===== config.mk =====
export PLATFORM = sky130hd
export DESIGN_NAME = timer_counter
export DESIGN_NICKNAME = d
export VERILOG_FILES = /design/src/rtl/timer_counter.sv
export SDC_FILE = /design/constraint.sdc
export NUM_CORES = 1
export LEC_CHECK = 0
export CAP_MARGIN = 30
export CORE_MARGIN = 2
export CORE_UTILIZATION = 50
export DETAILED_ROUTE_END_ITERATION = 8
export PLACE_DENSITY_LB_ADDON = 0.25
export SLEW_MARGIN = 30
export SYNTH_ARGS = -nofsm -noshare
export SYNTH_HDL_FRONTEND = slang
export SYNTH_SLANG_ARGS = --single-unit

===== constraint.sdc =====
create_clock -name clk -period 4.4 [get_ports clk]
set_clock_uncertainty 0.05 [all_clocks]
set_input_delay 0.66 -clock clk [delete_from_list [all_inputs] [get_ports clk]]
set_output_delay 0.66 -clock clk [all_outputs]
set_load 0.05 [all_outputs]

===== src/rtl/timer_counter.sv =====
// Memory-mapped programmable down-counter timer with one-shot and auto-reload
// modes and a maskable level interrupt. Register map (word offsets from base):
//   0x0 CTRL {IM, MODE[1:0], EN}, 0x4 PRESET, 0x8 COUNT (RO), 0xC reads 0.
module timer_counter #(
  parameter logic [31:0] BASE_ADDR = 32'h0000_7F00
) (
  input  logic        clk,
  input  logic        reset,
  input  logic [31:0] addr,
  input  logic        we,
  input  logic [3:0]  byteen,
  input  logic [31:0] wdata,
  output logic [31:0] rdata,
  output logic        irq
);

  localparam logic [1:0] StIdle = 2'd0;
  localparam logic [1:0] StLoad = 2'd1;
  localparam logic [1:0] StCnt  = 2'd2;
  localparam logic [1:0] StInt  = 2'd3;

  logic [1:0]  state_q, state_d;
  logic [3:0]  ctrl_q, ctrl_d;
  logic [31:0] preset_q, preset_d;
  logic [31:0] count_q, count_d;
  logic        irq_flag_q, irq_flag_d;

  logic        hit;
  logic [1:0]  sel;
  logic        wr_ctrl;
  logic        wr_preset;
  logic        auto_reload;
  logic        en_hw_clr;
  logic        unused_addr;

  assign hit         = (addr[31:4] == BASE_ADDR[31:4]);
  assign sel         = addr[3:2];
  assign wr_ctrl     = we && hit && (sel == 2'd0);
  assign wr_preset   = we && hit && (sel == 2'd1);
  assign auto_reload = (ctrl_q[2:1] == 2'b01);
  assign unused_addr = ^addr[1:0];

  // Counter FSM next-state; a CTRL/PRESET write overrides state and flag.
  always_comb begin
    state_d    = state_q;
    count_d    = count_q;
    irq_flag_d = irq_flag_q;
    en_hw_clr  = 1'b0;
    case (state_q)
      StIdle: begin
        if (ctrl_q[0]) state_d = StLoad;
      end
      StLoad: begin
        count_d = preset_q;
        state_d = StCnt;
      end
      StCnt: begin
        if (!ctrl_q[0]) begin
          state_d = StIdle;
        end else if (count_q > 32'd1) begin
          count_d = count_q - 32'd1;
        end else begin
          // PRESET of 0 or 1 lands here straight away; never wrap below 0.
          count_d    = 32'd0;
          irq_flag_d = 1'b1;
          state_d    = StInt;
        end
      end
      StInt: begin
        if (auto_reload) irq_flag_d = 1'b0;
        else             en_hw_clr  = 1'b1;
        state_d = StIdle;
      end
      default: state_d = StIdle;
    endcase
    if (wr_ctrl || wr_preset) begin
      state_d    = StIdle;
      irq_flag_d = 1'b0;
    end
  end

  // Software-visible register updates; a CTRL byte-0 write beats the EN clear.
  always_comb begin
    ctrl_d   = ctrl_q;
    preset_d = preset_q;
    if (en_hw_clr) ctrl_d[0] = 1'b0;
    if (wr_ctrl && byteen[0]) ctrl_d = wdata[3:0];
    for (int i = 0; i < 4; i++) begin
      if (wr_preset && byteen[i]) preset_d[8*i +: 8] = wdata[8*i +: 8];
    end
  end

  // State registers with asynchronous active-low reset.
  always_ff @(posedge clk or negedge reset) begin
    if (!reset) begin
      state_q    <= StIdle;
      ctrl_q     <= 4'd0;
      preset_q   <= 32'd0;
      count_q    <= 32'd0;
      irq_flag_q <= 1'b0;
    end else begin
      state_q    <= state_d;
      ctrl_q     <= ctrl_d;
      preset_q   <= preset_d;
      count_q    <= count_d;
      irq_flag_q <= irq_flag_d;
    end
  end

  // Combinational read mux, independent of the write strobe.
  always_comb begin
    rdata = 32'd0;
    if (hit) begin
      case (sel)
        2'd0:    rdata = {28'd0, ctrl_q};
        2'd1:    rdata = preset_q;
        2'd2:    rdata = count_q;
        default: rdata = 32'd0;
      endcase
    end
  end

  assign irq = ctrl_q[3] & irq_flag_q;

endmodule


==> results of run 1 <==
-- worst min-delay path by stage --
stage / startpoint / to / slack [ns] / cells after the start
2_1_floorplan: reset / count_q[0] / 0.31 / 0
3_3_place_gp: preset_q[7] / preset_q[7] / 0.46 / 1
3_5_place_dp: preset_q[19] / preset_q[19] / 0.47 / 1
4_1_cts: reset / preset_q[29] / 0.38 / 1
5_1_grt: reset / preset_q[28] / 0.23 / 1
6_report: reset / preset_q[28] / 0.20 / 1
-- synth_stat cells, drive strengths merged, types with 3 or more instances --
cell / n / area [um2]
nor3: 14 / 91.3
o21ai: 11 / 55.1
a21oi: 21 / 105
nand4: 11 / 68.8
and3: 11 / 68.8
o311ai: 3 / 26.3
nand2: 22 / 82.6
mux2: 35 / 394
or3: 8 / 55.1
nand3b: 3 / 22.5
mux2i: 8 / 80.1
clkbuf: 23 / 86.3
dfrtp: 71 / 1780
o211ai: 7 / 52.6
o41ai: 3 / 26.3
inv: 9 / 33.8
buf: 7 / 37.5
a22o: 3 / 26.3
nand3: 24 / 120
a31oi: 6 / 37.5
a22oi: 40 / 300
o31ai: 3 / 22.5
nand2b: 4 / 25.0
nor2: 52 / 195
nor2b: 5 / 31.3
nor4b: 3 / 32.5
or4: 13 / 105
nor4: 9 / 83.8
-- metal layers --
layer	share of wire	wire length (um)	GRT usage	vias up
met3	0.057	730	0.0542	36
met1	0.42	5330	0.357	2063
li1	-	-	-	1929
met4	0.026	334	0.107	0
met5	0	0	0	-
met2	0.50	6320	0.468	160
-- per-stage QoR --
step	hold WS, ns	power, uW
after global routing	0.233	1390
final	0.201	1350
after floorplan	0.314	678
after global placement	0.461	756
after CTS	0.378	1360
after detailed placement	0.466	758
-- area by class of cell --
type                    count  area share
clock inverters             3      0.0118
multi-input cells         347       0.430
inverters                   9     0.00611
well taps                 105      0.0238
repair buffers            109       0.179
clock buffers              13      0.0287
flip-flops and latches     71       0.321
-- logic make-up (layout without fill, tap and decap cells) --
| group | Yosys count | count (layout) | share of synthesized area |
|---|---|---|---|
| flops | 71 | 71 | 0.413 |
| simple gates | 188 | 188 | 0.246 |
| compound gates | 114 | 114 | 0.188 |
| mux | 43 | 43 | 0.110 |
| fa+ha+maj | 2 | 2 | 0.00582 |
| buf+inv | 39 | 134 | 0.0366 |
-- state kept, by name (all words and copies together) (netlist names) --
signal	cells
state_q	2
irq_flag_q	1
ctrl_q	4
count_q	32
preset_q	32
-- report_power, final --
part           switching, uW  total, uW  internal (uW)
clock                    258        608            350
sequential         0.0000329        652            652
combinational           36.6       93.6           57.0
==> impl_metrics.py, run 1 <==
metrics = {
    "status": {
        "status": "finished clean",
    },
    "synthesis": {
        "synth.avg_cell_area_um2": 9.41,
        "async_flop_share": 1.00,
        "synth_cell_types": 58,
        "seq_area_frac_synth": 0.413,
        "mappedNetlistArea_mm2": 0.00430,
        "yosys_warnings": 0,
        "yosys_register_bits": 71,
        "synth_edf_count": 0,
        "syn_inst": 457,
        "synth_ff_type": "dfrtp_1",
        "syn_nets": 530,
    },
    "finish": {
        "n_antenna_cell": 0,
        "nFillCells": 689,
        "fin_cells": 657,
        "post-route-util": 0.670,
        "multi_input_area_mm2": 0.00237,
        "area_growth_pct": 28.5,
        "fin_area_mm2": 0.00553,
        "layout_common_cells": "dfrtp_1 (71), clkdlybuf4s50_1 (68), nor2_1 (51)",
        "final_common_cell": "dfrtp_1",
        "drive_above_1_share": 0.196,
        "seq_area_mm2": 0.00178,
        "fin_nets": 620,
    },
    "place": {
        "dp.cells": 641,
        "place_ws_ns": 0.753,
        "hpwl_mm": 8.58,
        "dpl_cell_area_mm2": 0.00530,
        "port_buffers": 101,
        "gp_congestion": 0.891,
    },
    "critical_path": {
        "worstSetupPathType": "in -> out",
        "cp_num_cells": 7,
        "crit_arrival_ns": 2.94,
        "worstSetupEndpoint": "rdata[16]",
        "critPathLaunchType": "input pin",
        "crit_buf_inv": 3,
        "r2r-end": "count_q[3]",
        "crit_start": "addr[23]",
        "crit_chain": "clkdlybuf4s50_1, nor4b_1, nand4_1, or3_1, buf_4, nor2_1, buf_4",
        "critPathTopFamily": "simple AND/OR/NAND/NOR gates",
        "critPathMaxFanout": 22,
        "critPathSlowestCell": "or3_1",
        "path_common_cell": "buf_4",
        "timing.rr.start": "count_q[22]",
        "rr_worst_depth": 6,
        "cp_slowest_stage_delay_ns": 0.66,
        "cp-end-kind": "output port",
        "crit_required_ns": 3.69,
        "reg2reg_slack_ns": 1.50,
    },
    "clocking": {
        "clock_path_buffers": 2,
        "clk_latency_ns": 0.37,
        "cts_resized": 0,
        "numCtsBuffers": 9,
        "cts.clk_slew.worst_paths_ns": 0.07,
        "htree_levels": 3,
        "cts_setup_buffers": 0,
        "hold_buffers": 0,
        "cts_tree": "done",
        "clock_sinks": 71,
        "clockRootBuffer": "clkbuf_8",
    },
    "global_routing": {
        "grt_pass1_wl_mm": 21.4,
        "grt_overflow": 0,
        "first_global_vias": 4242,
        "grt_max_degree": 38,
        "grt_usage": 0.279,
        "grt_antenna_before_repair": 0,
    },
    "sta": {
        "tns_ns": 0,
        "setup_slack_ns": 0.746,
        "hold_viol_final": 0,
        "drv_slew": 0,
        "slew_headroom": 0.341,
        "fin_crit_ns": 3.65,
        "setup_viol": 0,
        "timing.fmax_mhz": 274,
        "rsz0062_at_grt": "false",
        "tightest_slew_ns": 0.989,
        "period_share": 0.830,
    },
    "power_and_ir_drop": {
        "irDropWorstVdd_mv": 0.191,
        "leakage_uw": 0.00252,
        "powerDensity_mw_per_mm2": 245,
    },
    "job": {
        "drv_cap": 0,
    },
    "die": {
        "fp-row-count": 33,
        "die_area_mm2": 0.00936,
        "ios": 104,
        "die_w_um": 96.8,
        "die_h_um": 96.8,
        "start_util": 0.521,
        "core_mm2": 0.00826,
    },
    "routing": {
        "wire_per_inst_um": 19.3,
        "num_vias": 4188,
        "first_pass_iters": 5,
        "postRouteAntennaNets": 0,
        "drt-total-wl_mm": 12.7,
        "vias_per_cell": 6.37,
        "drt_iter0_markers": 328,
        "drc_errors": 0,
    },
    "worst_hold_path": {
        "holdCritPathClass": "in -> async",
    },
}
Note: power is estimated with default switching activity, not from simulation.
==> inputs of run 2 (changes only) <==
==> constraint.sdc (replaced) <==
create_clock -name clk -period 3.8 [get_ports clk]
set_clock_uncertainty 0.05 [all_clocks]
set_input_delay 0.57 -clock clk [delete_from_list [all_inputs] [get_ports clk]]
set_output_delay 0.57 -clock clk [all_outputs]
set_load 0.05 [all_outputs]
==> run 2 against run 1 <==
  * Cell area increased by 7.4%
  * Die area stayed put
  * Count of clock-buffer cells in the layout shrank 3
  * Sequential power increased by 16%
  * First-iteration DRC count grew 20%
  * Routed wire length up 1.1%
  * Register-to-register slack worse by 0.59 ns
  * Clock power down 3%
  * Sequential share of layout area shrank 2.2 points
  * Worst hold slack worse by 0.16 ns
==> impl_metrics.py, run 2 (synthesized netlist as in run 1, its figures left out) <==
metrics = {
    "critical_path": {
        "cp_slowest_stage_delay_ns": 0.40,
        "worstSetupPathType": "in -> out",
        "crit_required_ns": 3.18,
        "crit_chain": "clkdlybuf4s50_1, nor4b_1, nand4_1, or3_1, buf_4, nor2_1, buf_12",
        "critPathLaunchType": "input pin",
        "critPathMaxFanout": 35,
        "crit_arrival_ns": 2.58,
        "critPathSlowestCell": "clkdlybuf4s50_1",
        "cp-end-kind": "output port",
    },
    "power_and_ir_drop": {
        "power.total_uw": 1460,
        "powerDensity_mw_per_mm2": 246,
        "leakage_uw": 0.00261,
        "irDropWorstVdd_mv": 0.187,
    },
    "routing": {
        "drt_iter0_markers": 392,
        "wire_per_inst_um": 19.5,
        "drc_errors": 0,
        "drt-total-wl_mm": 12.9,
        "first_pass_iters": 6,
        "num_vias": 4261,
        "postRouteAntennaNets": 0,
        "vias_per_cell": 6.46,
    },
    "clocking": {
        "clock_sinks": 71,
        "hold_buffers": 0,
        "cts_tree": "done",
        "clockRootBuffer": "clkbuf_8",
        "cts.clk_slew.worst_paths_ns": 0.07,
        "cts_resized": 0,
        "cts_setup_buffers": 0,
        "htree_levels": 3,
        "clock_path_buffers": 2,
        "clk_latency_ns": 0.36,
        "numCtsBuffers": 9,
    },
    "place": {
        "hpwl_mm": 8.93,
        "port_buffers": 101,
        "place_ws_ns": 0.425,
        "dpl_cell_area_mm2": 0.00573,
        "gp_congestion": 0.920,
    },
    "job": {
        "drv_cap": 0,
    },
    "finish": {
        "nFillCells": 641,
        "area_growth_pct": 38.1,
        "fin_area_mm2": 0.00594,
        "seq_area_mm2": 0.00178,
        "largestRegisters": "count_q x32, preset_q x32, ctrl_q x4",
        "multi_input_area_mm2": 0.00237,
        "fin_nets": 623,
        "final_common_cell": "dfrtp_1",
        "layout_common_cells": "dfrtp_1 (71), clkdlybuf4s50_1 (68), nor2_1 (51)",
        "n_antenna_cell": 0,
        "post-route-util": 0.719,
        "drive_above_1_share": 0.202,
    },
    "die": {
        "ios": 104,
        "die_area_mm2": 0.00936,
        "core_mm2": 0.00826,
        "start_util": 0.521,
        "die_h_um": 96.8,
        "fp-row-count": 33,
        "die_w_um": 96.8,
    },
    "global_routing": {
        "grt_overflow": 0,
        "grt_antenna_before_repair": 0,
        "grt_max_degree": 37,
        "first_global_vias": 4339,
        "grt_usage": 0.277,
        "grt_pass1_wl_mm": 21.4,
    },
    "sta": {
        "setup_viol": 0,
        "fin_crit_ns": 3.20,
        "timing.fmax_mhz": 313,
        "tightest_slew_ns": 0.938,
        "period_share": 0.841,
        "slew_headroom": 0.375,
        "drv_slew": 0,
        "rsz0062_at_grt": "false",
        "tns_ns": 0,
        "setup_slack_ns": 0.603,
        "hold_viol_final": 0,
    },
    "status": {
        "status": "finished clean",
    },
    "worst_hold_path": {
        "holdCritPathClass": "in -> async",
    },
}
-- run 2: cell types whose count changed in the layout (fill, tap and decap cells not counted), moves of 2 or more --
cell,previous run,this run
buf_12,0,34
buf_4,41,9
clkbuf_8,11,9
clkinv_2,1,3
-- run 2: path summary, 6_finish.rpt --
path / cells past startpoint / slack, ns / from / endpoint
worst max-delay path: 7 / 0.60 / addr[23] / rdata[14]
worst min-delay path: 1 / 0.04 / reset / preset_q[26]
worst max register to register: 5 / 0.91 / count_q[7] / count_q[11]
worst min register to register: 1 / 0.49 / ctrl_q[1] / ctrl_q[1]
max in group asynchronous: 2 / 3.18 / reset / preset_q[30]
min in group clk: 1 / 0.49 / ctrl_q[1] / ctrl_q[1]
-- run 2: cell type report --
type	instances	area share
Timing Repair Buffer	112	0.241
Clock buffer	10	0.0215
Tap cell	105	0.0221
Sequential cell	71	0.299
Clock inverter	6	0.0103
Multi-Input combinational cell	347	0.400
Inverter	9	0.00569
-- run 2: report_power, final --
part | switching (uW) | total [uW] | leakage [uW] | internal [uW]
Clock | 291 | 592 | 0.0000960 | 301
Sequential | 0.0000402 | 755 | 0.000987 | 755
Combinational | 43.3 | 113 | 0.00153 | 69.9
-- run 2: metal layers --
layer	vias up	GRT usage	wire length, um
met5	-	0	0
met4	0	0.109	329
li1	1940	-	-
met1	2076	0.343	5070
met3	39	0.0556	975
met2	206	0.475	6480
-- run 2: metrics by stage --
| stage | hold slack, ns | std cells |
|---|---|---|
| final | 0.0395 | 660 |
| after global routing | 0.0474 | 660 |
| after CTS | 0.315 | 659 |
| after detailed placement | 0.470 | 643 |
| after global placement | 0.458 | 643 |
| after floorplan | 0.224 | 457 |
-- run 2: critical path: cells and delay by family --
kind                   cells  cell delay [ns]
and+or+nand+nor            4             1.16
buffers and inverters      3             0.84
==> inputs of run 3 (changes only) <==
==> constraint.sdc (replaced) <==
create_clock -name clk -period 3.3 [get_ports clk]
set_clock_uncertainty 0.05 [all_clocks]
set_input_delay 0.495 -clock clk [delete_from_list [all_inputs] [get_ports clk]]
set_output_delay 0.495 -clock clk [all_outputs]
set_load 0.05 [all_outputs]
==> run 3 against run 2 <==
  * Utilization grew 0.98 points
  * Sequential power grew 15%
  * Worst setup slack lost 0.41 ns
  * First-iteration DRC count shrank 14%
  * Critical path depth is the same
  * Clock power grew 24%
  * Routed wire length shrank 2.3%
==> impl_metrics.py, run 3 (synthesized netlist as in run 1, its figures left out) <==
metrics = {
    "sta": {
        "timing.fmax_mhz": 322,
        "fin_crit_ns": 3.11,
        "drv_slew": 0,
        "tightest_slew_ns": 0.936,
        "whs_ns": 0.111,
        "tns_ns": 0,
        "setup_viol": 0,
        "period_share": 0.942,
        "setup_slack_ns": 0.192,
        "hold_viol_final": 0,
        "rsz0062_at_grt": "false",
        "slew_headroom": 0.376,
    },
    "worst_hold_path": {
        "holdCritPathClass": "in -> async",
    },
    "finish": {
        "layout_common_cells": "dfrtp_1 (71), clkdlybuf4s50_1 (68), nor2_1 (51)",
        "drive_above_1_share": 0.216,
        "nFillCells": 597,
        "largestRegisters": "count_q x32, preset_q x32, ctrl_q x4",
        "fin_nets": 632,
        "multi_input_area_mm2": 0.00238,
        "area_growth_pct": 40.0,
        "seq_area_mm2": 0.00178,
        "n_antenna_cell": 0,
        "post-route-util": 0.729,
        "final_common_cell": "dfrtp_1",
    },
    "critical_path": {
        "timing.rr.start": "count_q[0]",
        "reg2reg_slack_ns": 0.50,
        "r2r-end": "count_q[30]",
        "rr_worst_depth": 7,
        "critPathLaunchType": "input pin",
        "crit_arrival_ns": 2.56,
        "critPathMaxFanout": 35,
        "worstSetupPathType": "in -> out",
        "crit_chain": "clkdlybuf4s50_1, nor4b_2, nand4_1, or3_1, buf_4, nor2_1, buf_12",
        "crit_required_ns": 2.75,
        "cp-end-kind": "output port",
        "cp_slowest_stage_delay_ns": 0.43,
        "critPathSlowestCell": "clkdlybuf4s50_1",
    },
    "place": {
        "port_buffers": 101,
        "place_ws_ns": 0.0689,
        "hpwl_mm": 8.74,
        "gp_congestion": 0.933,
    },
    "die": {
        "start_util": 0.521,
        "ios": 104,
        "die_area_mm2": 0.00936,
        "die_w_um": 96.8,
        "core_mm2": 0.00826,
        "die_h_um": 96.8,
        "fp-row-count": 33,
    },
    "clocking": {
        "cts_resized": 0,
        "clock_path_buffers": 2,
        "clk_latency_ns": 0.35,
        "hold_buffers": 0,
        "clockRootBuffer": "clkbuf_8",
        "htree_levels": 3,
        "cts_tree": "done",
        "clock_sinks": 71,
        "numCtsBuffers": 9,
        "cts.clk_slew.worst_paths_ns": 0.07,
        "cts_setup_buffers": 0,
    },
    "job": {
        "drv_cap": 0,
    },
    "power_and_ir_drop": {
        "power.total_uw": 1730,
        "leakage_uw": 0.00267,
        "irDropWorstVdd_mv": 0.195,
        "powerDensity_mw_per_mm2": 287,
    },
    "global_routing": {
        "grt_antenna_before_repair": 0,
        "grt_max_degree": 72,
        "grt_overflow": 0,
        "grt_usage": 0.277,
        "grt_pass1_wl_mm": 21.4,
        "first_global_vias": 4259,
    },
    "routing": {
        "drt-total-wl_mm": 12.6,
        "first_pass_iters": 5,
        "wire_per_inst_um": 18.8,
        "postRouteAntennaNets": 0,
        "vias_per_cell": 6.38,
        "num_vias": 4269,
        "drt_iter0_markers": 339,
        "drc_errors": 0,
    },
    "status": {
        "status": "finished clean",
    },
}
## run 3: per-layer routing
layer  vias up  track usage  wire (um)
met4         0       0.0997        259
li1       1954            -          -
met1      2102        0.361       5130
met5         -            0          0
met2       190        0.470       6400
met3        23       0.0397        769
## run 3: metrics by stage
step / cells / area, um2
finish: 669 / 6020
global route: 669 / 6020
CTS: 669 / 6010
detailed placement: 653 / 5810
global placement: 653 / 5810
floorplan: 457 / 4300
## run 3: final cells by class
type	count	area share
inverter	9	0.00561
sequential	71	0.295
tap	105	0.0218
clock buffer	13	0.0281
multi-input combinational	347	0.395
timing repair buffer	121	0.247
clock inverter	3	0.00665
## run 3: critical path: cells and delay by family
family | cells | cell delay, ns
buf+inv | 3 | 0.87
simple gates | 4 | 1.18
## run 3: worst max-delay path by stage
| stage | from | endpoint | slack, ns | cells past startpoint |
|---|---|---|---|---|
| after floorplan | addr[2] | rdata[11] | 0.28 | 7 |
| after global placement | addr[23] | rdata[18] | 0.30 | 7 |
| after detailed placement | addr[23] | rdata[16] | 0.07 | 7 |
| after CTS | addr[23] | rdata[16] | 0.07 | 7 |
| after global routing | addr[23] | rdata[16] | 0.05 | 7 |
| final | addr[23] | rdata[16] | 0.19 | 7 |
## run 3: power by group
part | internal, uW | leakage [uW] | total (uW) | switching (uW)
sequential | 869 | 0.000987 | 869 | 0.0000417
clock | 409 | 0.000109 | 734 | 325
combinational | 78.4 | 0.00157 | 127 | 48.5
total | 1360 | 0.00267 | 1730 | 373
